**src/rtl/sha256_digest_serializer.sv**
```systemverilog
// Serializes 256-bit SHA-256 digests onto an 8-bit valid/ready stream,
// either as 32 raw bytes or as 64 lowercase ASCII hex characters, with a
// one-deep pending buffer for a digest that arrives while one is in flight.
module sha256_digest_serializer #(
    parameter int unsigned HEX_ASCII = 0
) (
    input  logic         clk,
    input  logic         reset,
    input  logic [255:0] hash_in,
    input  logic         hash_valid,
    output logic [7:0]   tx_data,
    output logic         tx_valid,
    input  logic         tx_ready,
    output logic         tx_last,
    output logic         busy,
    output logic         overrun
);

    localparam int unsigned DIGEST_W = 256;
    localparam int unsigned BYTE_W   = 8;
    localparam int unsigned CNT_W    = (HEX_ASCII != 0) ? 6 : 5;
    localparam int unsigned LAST_IDX = (HEX_ASCII != 0) ? 63 : 31;
    localparam logic [CNT_W-1:0] LAST_ITEM = CNT_W'(LAST_IDX);

    typedef enum logic {
        IDLE = 1'b0,
        SEND = 1'b1
    } state_t;

    state_t                state_q, state_nxt;
    logic [DIGEST_W-1:0]   active_q, active_nxt;
    logic [DIGEST_W-1:0]   pend_q, pend_nxt;
    logic                  pend_valid_q, pend_valid_nxt;
    logic [CNT_W-1:0]      cnt_q, cnt_nxt;
    logic                  overrun_nxt;
    logic [BYTE_W-1:0]     tx_data_nxt;
    logic                  tx_valid_nxt;
    logic                  tx_last_nxt;
    logic                  busy_nxt;
    logic                  xfer_c;
    logic                  final_xfer_c;

    // Item presented for a given top byte: the byte itself, or one hex char of it.
    function automatic logic [BYTE_W-1:0] item_char(input logic [BYTE_W-1:0] top,
                                                    input logic              low_nib);
        logic [3:0]        nib;
        logic [BYTE_W-1:0] hex_char;
        nib      = low_nib ? top[3:0] : top[7:4];
        hex_char = (nib < 4'd10) ? (8'h30 + {4'h0, nib}) : (8'h57 + {4'h0, nib});
        return (HEX_ASCII != 0) ? hex_char : top;
    endfunction

    // A transfer happens whenever the sink is ready while a digest is being sent.
    assign xfer_c       = (state_q == SEND) && tx_ready;
    assign final_xfer_c = xfer_c && (cnt_q == LAST_ITEM);

    // Registers: FSM state, shift register, pending slot and the registered outputs.
    always_ff @(posedge clk or negedge reset) begin
        if (!reset) begin
            state_q      <= IDLE;
            active_q     <= '0;
            pend_q       <= '0;
            pend_valid_q <= 1'b0;
            cnt_q        <= '0;
            overrun      <= 1'b0;
            tx_data      <= '0;
            tx_valid     <= 1'b0;
            tx_last      <= 1'b0;
            busy         <= 1'b0;
        end else begin
            state_q      <= state_nxt;
            active_q     <= active_nxt;
            pend_q       <= pend_nxt;
            pend_valid_q <= pend_valid_nxt;
            cnt_q        <= cnt_nxt;
            overrun      <= overrun_nxt;
            tx_data      <= tx_data_nxt;
            tx_valid     <= tx_valid_nxt;
            tx_last      <= tx_last_nxt;
            busy         <= busy_nxt;
        end
    end

    // Next-state, datapath and next-output logic.
    always_comb begin
        state_nxt      = state_q;
        active_nxt     = active_q;
        pend_nxt       = pend_q;
        pend_valid_nxt = pend_valid_q;
        cnt_nxt        = cnt_q;
        overrun_nxt    = overrun;

        case (state_q)
            IDLE: begin
                if (hash_valid) begin
                    active_nxt = hash_in;
                    cnt_nxt    = '0;
                    state_nxt  = SEND;
                end
            end
            SEND: begin
                if (xfer_c) begin
                    cnt_nxt = cnt_q + CNT_W'(1);
                    // Hex mode keeps the byte in place until its low-nibble char goes out.
                    if ((HEX_ASCII == 0) || cnt_q[0]) begin
                        active_nxt = {active_q[DIGEST_W-BYTE_W-1:0], {BYTE_W{1'b0}}};
                    end
                end
                if (final_xfer_c) begin
                    cnt_nxt = '0;
                    if (pend_valid_q) begin
                        active_nxt = pend_q;
                        if (hash_valid) begin
                            pend_nxt = hash_in;
                        end else begin
                            pend_valid_nxt = 1'b0;
                        end
                    end else if (hash_valid) begin
                        active_nxt = hash_in;
                    end else begin
                        state_nxt = IDLE;
                    end
                end else if (hash_valid) begin
                    if (!pend_valid_q) begin
                        pend_nxt       = hash_in;
                        pend_valid_nxt = 1'b1;
                    end else begin
                        overrun_nxt = 1'b1;
                    end
                end
            end
            default: begin
                state_nxt = IDLE;
            end
        endcase

        tx_valid_nxt = (state_nxt == SEND);
        tx_data_nxt  = tx_valid_nxt ? item_char(active_nxt[DIGEST_W-1 -: BYTE_W], cnt_nxt[0])
                                    : {BYTE_W{1'b0}};
        tx_last_nxt  = tx_valid_nxt && (cnt_nxt == LAST_ITEM);
        busy_nxt     = tx_valid_nxt || pend_valid_nxt;
    end

endmodule

```
**config.mk**
```make
export PLATFORM = sky130hd
export DESIGN_NAME = sha256_digest_serializer
export DESIGN_NICKNAME = d
export VERILOG_FILES = /design/src/rtl/sha256_digest_serializer.sv
export SDC_FILE = /design/constraint.sdc
export NUM_CORES = 1
export LEC_CHECK = 0
export BUFFER_PORTS_ARGS = -buffer_cell sky130_fd_sc_hd__buf_2
export CORE_MARGIN = 8
export CORE_UTILIZATION = 35
export CTS_CLUSTER_DIAMETER = 30
export DETAILED_ROUTE_END_ITERATION = 16
export GPL_TIMING_DRIVEN = 0
export PLACE_DENSITY_LB_ADDON = 0.15
export RECOVER_POWER = 100
export SLEW_MARGIN = 20
export SYNTH_ARGS = -nofsm -noshare
export SYNTH_HDL_FRONTEND = slang
export SYNTH_SLANG_ARGS = --single-unit
```
**constraint.sdc**
```tcl
create_clock -name clk -period 7.1 [get_ports clk]
set_input_delay 0.355 -clock clk [delete_from_list [all_inputs] [get_ports clk]]
set_output_delay 0.355 -clock clk [all_outputs]
set_load 0.02 [all_outputs]
```
Word level (Yosys, flattened, before mapping)
Index checks and enable logic that the tools add are counted.

cells by class
  add/subtract/negate cells = 1
  eq/ne operators = 6
  muxes and demuxes = 24
  bitwise logic cells = 2
  reduce and logical (&&, ||, !) cells = 7

operators by type and width
  operator             number
  $mux 256             10
  $pmux 256 s2         1
  $mux 5               3
  $eq 5x5->1 const B   2
  $pmux 5 s2           1
  $mux 8               1
  $mux 1               7
  $ne 2x2->1 const B   3
  $add 5x1->5 const B  1
  $reduce_and 5->1     1
  $reduce_and 4->1     1
  $logic_and 1x1->1    3
  $ne 2x1->1 const B   1
  $not 1->1            2
  $pmux 1 s2           1
  $reduce_bool 2->1    1
  $logic_or 1x1->1     1

storage, ports and cells
  flip-flop bits (word level) = 530
  bits of input ports = 260
  output and inout port bits = 12
  word-level logic and storage cells = 50

Logic depth before layout (Yosys ltp)
  depth after elaboration = 7
  mapped depth = 10
  gate-level depth less buffers = 7

Least setup slack after synthesis
No wires, ideal clock.

  path kind = reg-to-reg
  from = reg cnt_q[0]
  to = reg pend_q[100]
  library setup time = 0.125 ns
  arrival = 2.185 ns
  required time = 6.975 ns
  path slack = 4.790 ns
  cell stages (with the launch flop) = 11
  path buffers = 3
  clock period less this slack = 2.310 ns
  path through = dfrtp_1 -> ha_1 -> and3_1 -> ha_1 -> nand2_2 -> xor2_1 -> and3_1 -> buf_2 -> buf_6 -> buf_6 -> mux2_4

between the ends
  word-level cells in the longest chain between the ends = 4
  elaborated cells between the ends (all ways) = 7
  classes of those cells = eq/ne (3); mux (1); reduce/logical (3)

RTL lines
  item                                          line  RTL
  from (decl)                                   34    logic [CNT_W-1:0] cnt_q, cnt_nxt;
  from (signal assigned)                        75    cnt_q <= cnt_nxt;
  $eq 5x5->1 (*)                                55    assign final_xfer_c = xfer_c && (cnt_q == LAST_ITEM);
  $logic_and 1x1->1 (*)                         55
  $ne 2x1->1 (no line) (tied with other cells)  -
  $reduce_and 5->1 (no line)                    -
  to (signal assigned)                          73    pend_q <= pend_nxt;
  to (decl)                                     32    logic [DIGEST_W-1:0] pend_q, pend_nxt;

Every way passes the cells marked *; elsewhere a longest branch is shown, timed or not.
A chain may end at the register's enable or synchronous reset.

Final worst setup path
  from = reg cnt_q[0]
  to = reg active_q[192]

between the ends
  word-level cells in the longest chain between the ends = 4

RTL lines
  item                  line  RTL
  $eq 5x5->1            55
  $logic_and 1x1->1     55
  $mux 256              109   if (final_xfer_c) begin
  $pmux 256 s2          93    case (state_q)
  to (signal assigned)  72    active_q <= active_nxt;
  to (decl)             31    logic [DIGEST_W-1:0] active_q, active_nxt;

Every way passes these cells.

==> flow_summary_export.csv <==
group,metric,value,unit
run_status,status,"finished, violations left",
run_status,violations,"max-capacitance violations, max-slew violations",
clock_tree,path_clk_slew,0.04,ns
critical_path,worstPathArrival,4.86,ns
global_routing,grt_max_degree,94,
clock_tree,root_buffer,"clkbuf_16",
detailed_routing,drt_iter0_drc,1903,
synthesis,async_flop_share,1.000,
floorplan,coreArea,83690,sq um
synthesis,yosysSeqAreaShare,0.4477,
global_routing,grt-ovfl-total,0,
timing,maxSlewHeadroom,-0.7885,
cells_and_area,drive_above_1_share,0.1949,
power,peakVddDrop,226.6,uV
clock_tree,post_cts_buffers,0,
synthesis,ys_seq_elements,530,
synthesis,synth_edf_count,0,
floorplan,die_h,306.9,um
timing,grt_setup_unrepaired,"false",
clock_tree,clockBufferDepth,3,
critical_path,critPathKind,"reg2reg",
synthesis,syn_nets,2918,
detailed_routing,via_per_inst,5.474,
detailed_routing,vias,25330,
clock_tree,cts_sinks,530,
detailed_routing,routedWlPerCell,22.59,um
timing,whs,0.1917,ns
job,max_cap_viol_count,1,
floorplan,rows,106,
floorplan,io_pins,272,
clock_tree,cts_tree,"done",
cells_and_area,finalNetCount,3612,
clock_tree,numCtsBuffers,159,
synthesis,synth_area,29620,sq um
detailed_routing,drc,0,
critical_path,worstPathRequired,7.74,ns
clock_tree,h-tree-depth,4,
clock_tree,insertion_delay,0.73,ns
synthesis,synth_ff_type,"dfrtp_1",
synthesis,syn_inst,2656,
floorplan,die_width,306.9,um
cells_and_area,final_cell_mix,"dfrtp_1 (530), buf_2 (357), inv_1 (258)",
synthesis,synthDistinctLibCells,42,
synthesis,ys_warn_count,0,
critical_path,end_kind,"register",
timing,final.min_clock_period,4.215,ns
cells_and_area,areaGrowthSynthToFinish,34.71,%
timing,setup_viol,0,
timing,final-hold-violation-count,0,
power,p_total,12.72,mW
timing,worst_slew_pin_slew,2.683,ns
clock_tree,cts_resized,0,
global_routing,grtUsageTotal,0.2177,
detailed_routing,ant_nets,0,
global_routing,first_global_vias,27010,
timing,clock_skew,0.01882,ns
global_routing,grt_pass1_wl,162900,um
detailed_routing,drt-pass1-iter-count,6,
cells_and_area,fin_util,0.4769,
critical_path,critPathMaxFanout,10,
place,io_buffers,270,
place,place.gp.congestion,0.8293,
worst_hold_path,hold_class,"in2reg",
timing,report.final.slew_viol_count,36,
timing,fin_tns_setup,0,ns
floorplan,die-area,94200,sq um
synthesis,synth_area_per_cell,11.15,sq um
timing,fin_crit_sh,0.5936,
critical_path,cp-start-kind,"register",
timing,fmax,237.3,MHz
cells_and_area,layout_commonest_cell,"dfrtp_1",
floorplan,start_util,0.3540,
power,p_leak,17.37,nW
detailed_routing,drt-total-wl,104500,um
place,dp_hpwl,69880,um
global_routing,antenna_found_initial,10,
power,p_per_area,318.7,nW/um^2
## path summary, 6_finish.rpt
check,from,end,slack [ns],cells after the start
worst min-delay path,tx_ready,busy,0.19,3
worst max-delay path,cnt_q[0],active_q[192],2.89,9
worst max register to register,cnt_q[0],active_q[192],2.89,9
min in group asynchronous,reset,pend_q[34],1.04,2
worst min register to register,pend_q[249],pend_q[249],0.47,1
max in group asynchronous,reset,active_q[130],3.71,5
## state kept, by name, summed over array words and instances (netlist names)
name and count:
pend_q 256, cnt_q 5, busy 1, overrun 1, tx_data 8, state_q 1
active_q 256, tx_last 1, pend_valid_q 1
## critical path, cell delays in order (launching register included)
cell and delay (ns):
dfrtp_1 0.44, ha_1 0.21, and3_1 0.18, ha_1 0.22, nand2_1 0.21, nor3b_1 1.18, clkbuf_1 0.85, clkbuf_1 0.52
o2bb2ai_1 0.19, a221o_1 0.15
## through the flow
| stage | cell area, sq um | worst slack (ns) | instances |
|---|---|---|---|
| 2_1_floorplan | 29620 | 4.790 | 2656 |
| 3_3_place_gp | 32390 | -6.002 | 4060 |
| 3_5_place_dp | 32570 | 4.010 | 4066 |
| 4_1_cts | 40960 | 3.984 | 4618 |
| 5_1_grt | 39890 | 2.725 | 4622 |
| 6_report | 39910 | 2.885 | 4627 |
## where the power goes
| part | leakage (nW) | switching, mW | internal (mW) | total (mW) |
|---|---|---|---|---|
| Clock | 2.89 | 2.15 | 5.50 | 7.65 |
| Sequential | 6.92 | 0.356 | 3.47 | 3.83 |
| Combinational | 7.56 | 0.610 | 0.628 | 1.24 |
## layout make-up
cell class	count	area [sq um]
Antenna cell	9	22.52
Buffer	259	1099
Clock buffer	225	4702
Clock inverter	70	1115
Fill cell	7731	43780
Inverter	258	968.4
Multi-Input combinational cell	1609	13250
Sequential cell	530	13260
Tap cell	1134	1419
Timing Repair Buffer	533	4073
## logic make-up (layout without fill, tap and decap cells)
| family | Yosys count | in the layout | synth area share |
|---|---|---|---|
| AOI/OAI and AO/OA | 787 | 787 | 0.2083 |
| and+or+nand+nor | 312 | 312 | 0.05259 |
| buffers and inverters | 517 | 1345 | 0.07776 |
| muxes | 507 | 507 | 0.2125 |
| xor gates and xnor gates | 1 | 1 | 0.0002957 |
| other | 0 | 9 | 0 |
| DFF | 530 | 530 | 0.4477 |
| adders and majority gates | 2 | 2 | 0.0008446 |
## timing repair
item,4_1_cts,5_1_grt
hold buffers,257,0
endpoints found under the hold margin,759,0
setup endpoints to repair,0,0
## cell usage after synthesis (27+ instances only)
master	n	area [sq um]
buf_6	27	304.0
mux2i_1	251	2512
clkbuf_1	88	330.3
o21ai_0	249	1246
mux2_4	240	3603
a221o_1	248	2482
inv_1	258	968.4
o2bb2ai_1	240	2102
dfrtp_1	530	13260
nand3_1	246	1231
buf_2	127	635.6
## routing by layer
| metal | vias to the layer above | GRT usage | part of all wire |
|---|---|---|---|
| met4 | 4 | 0.07808 | 0.029 |
| li1 | 11450 | - | - |
| met5 | - | 0 | 0.00026 |
| met2 | 899 | 0.3358 | 0.46 |
| met1 | 12780 | 0.2990 | 0.45 |
| met3 | 200 | 0.04831 | 0.060 |
Note: power is estimated with default switching activity, not from simulation.
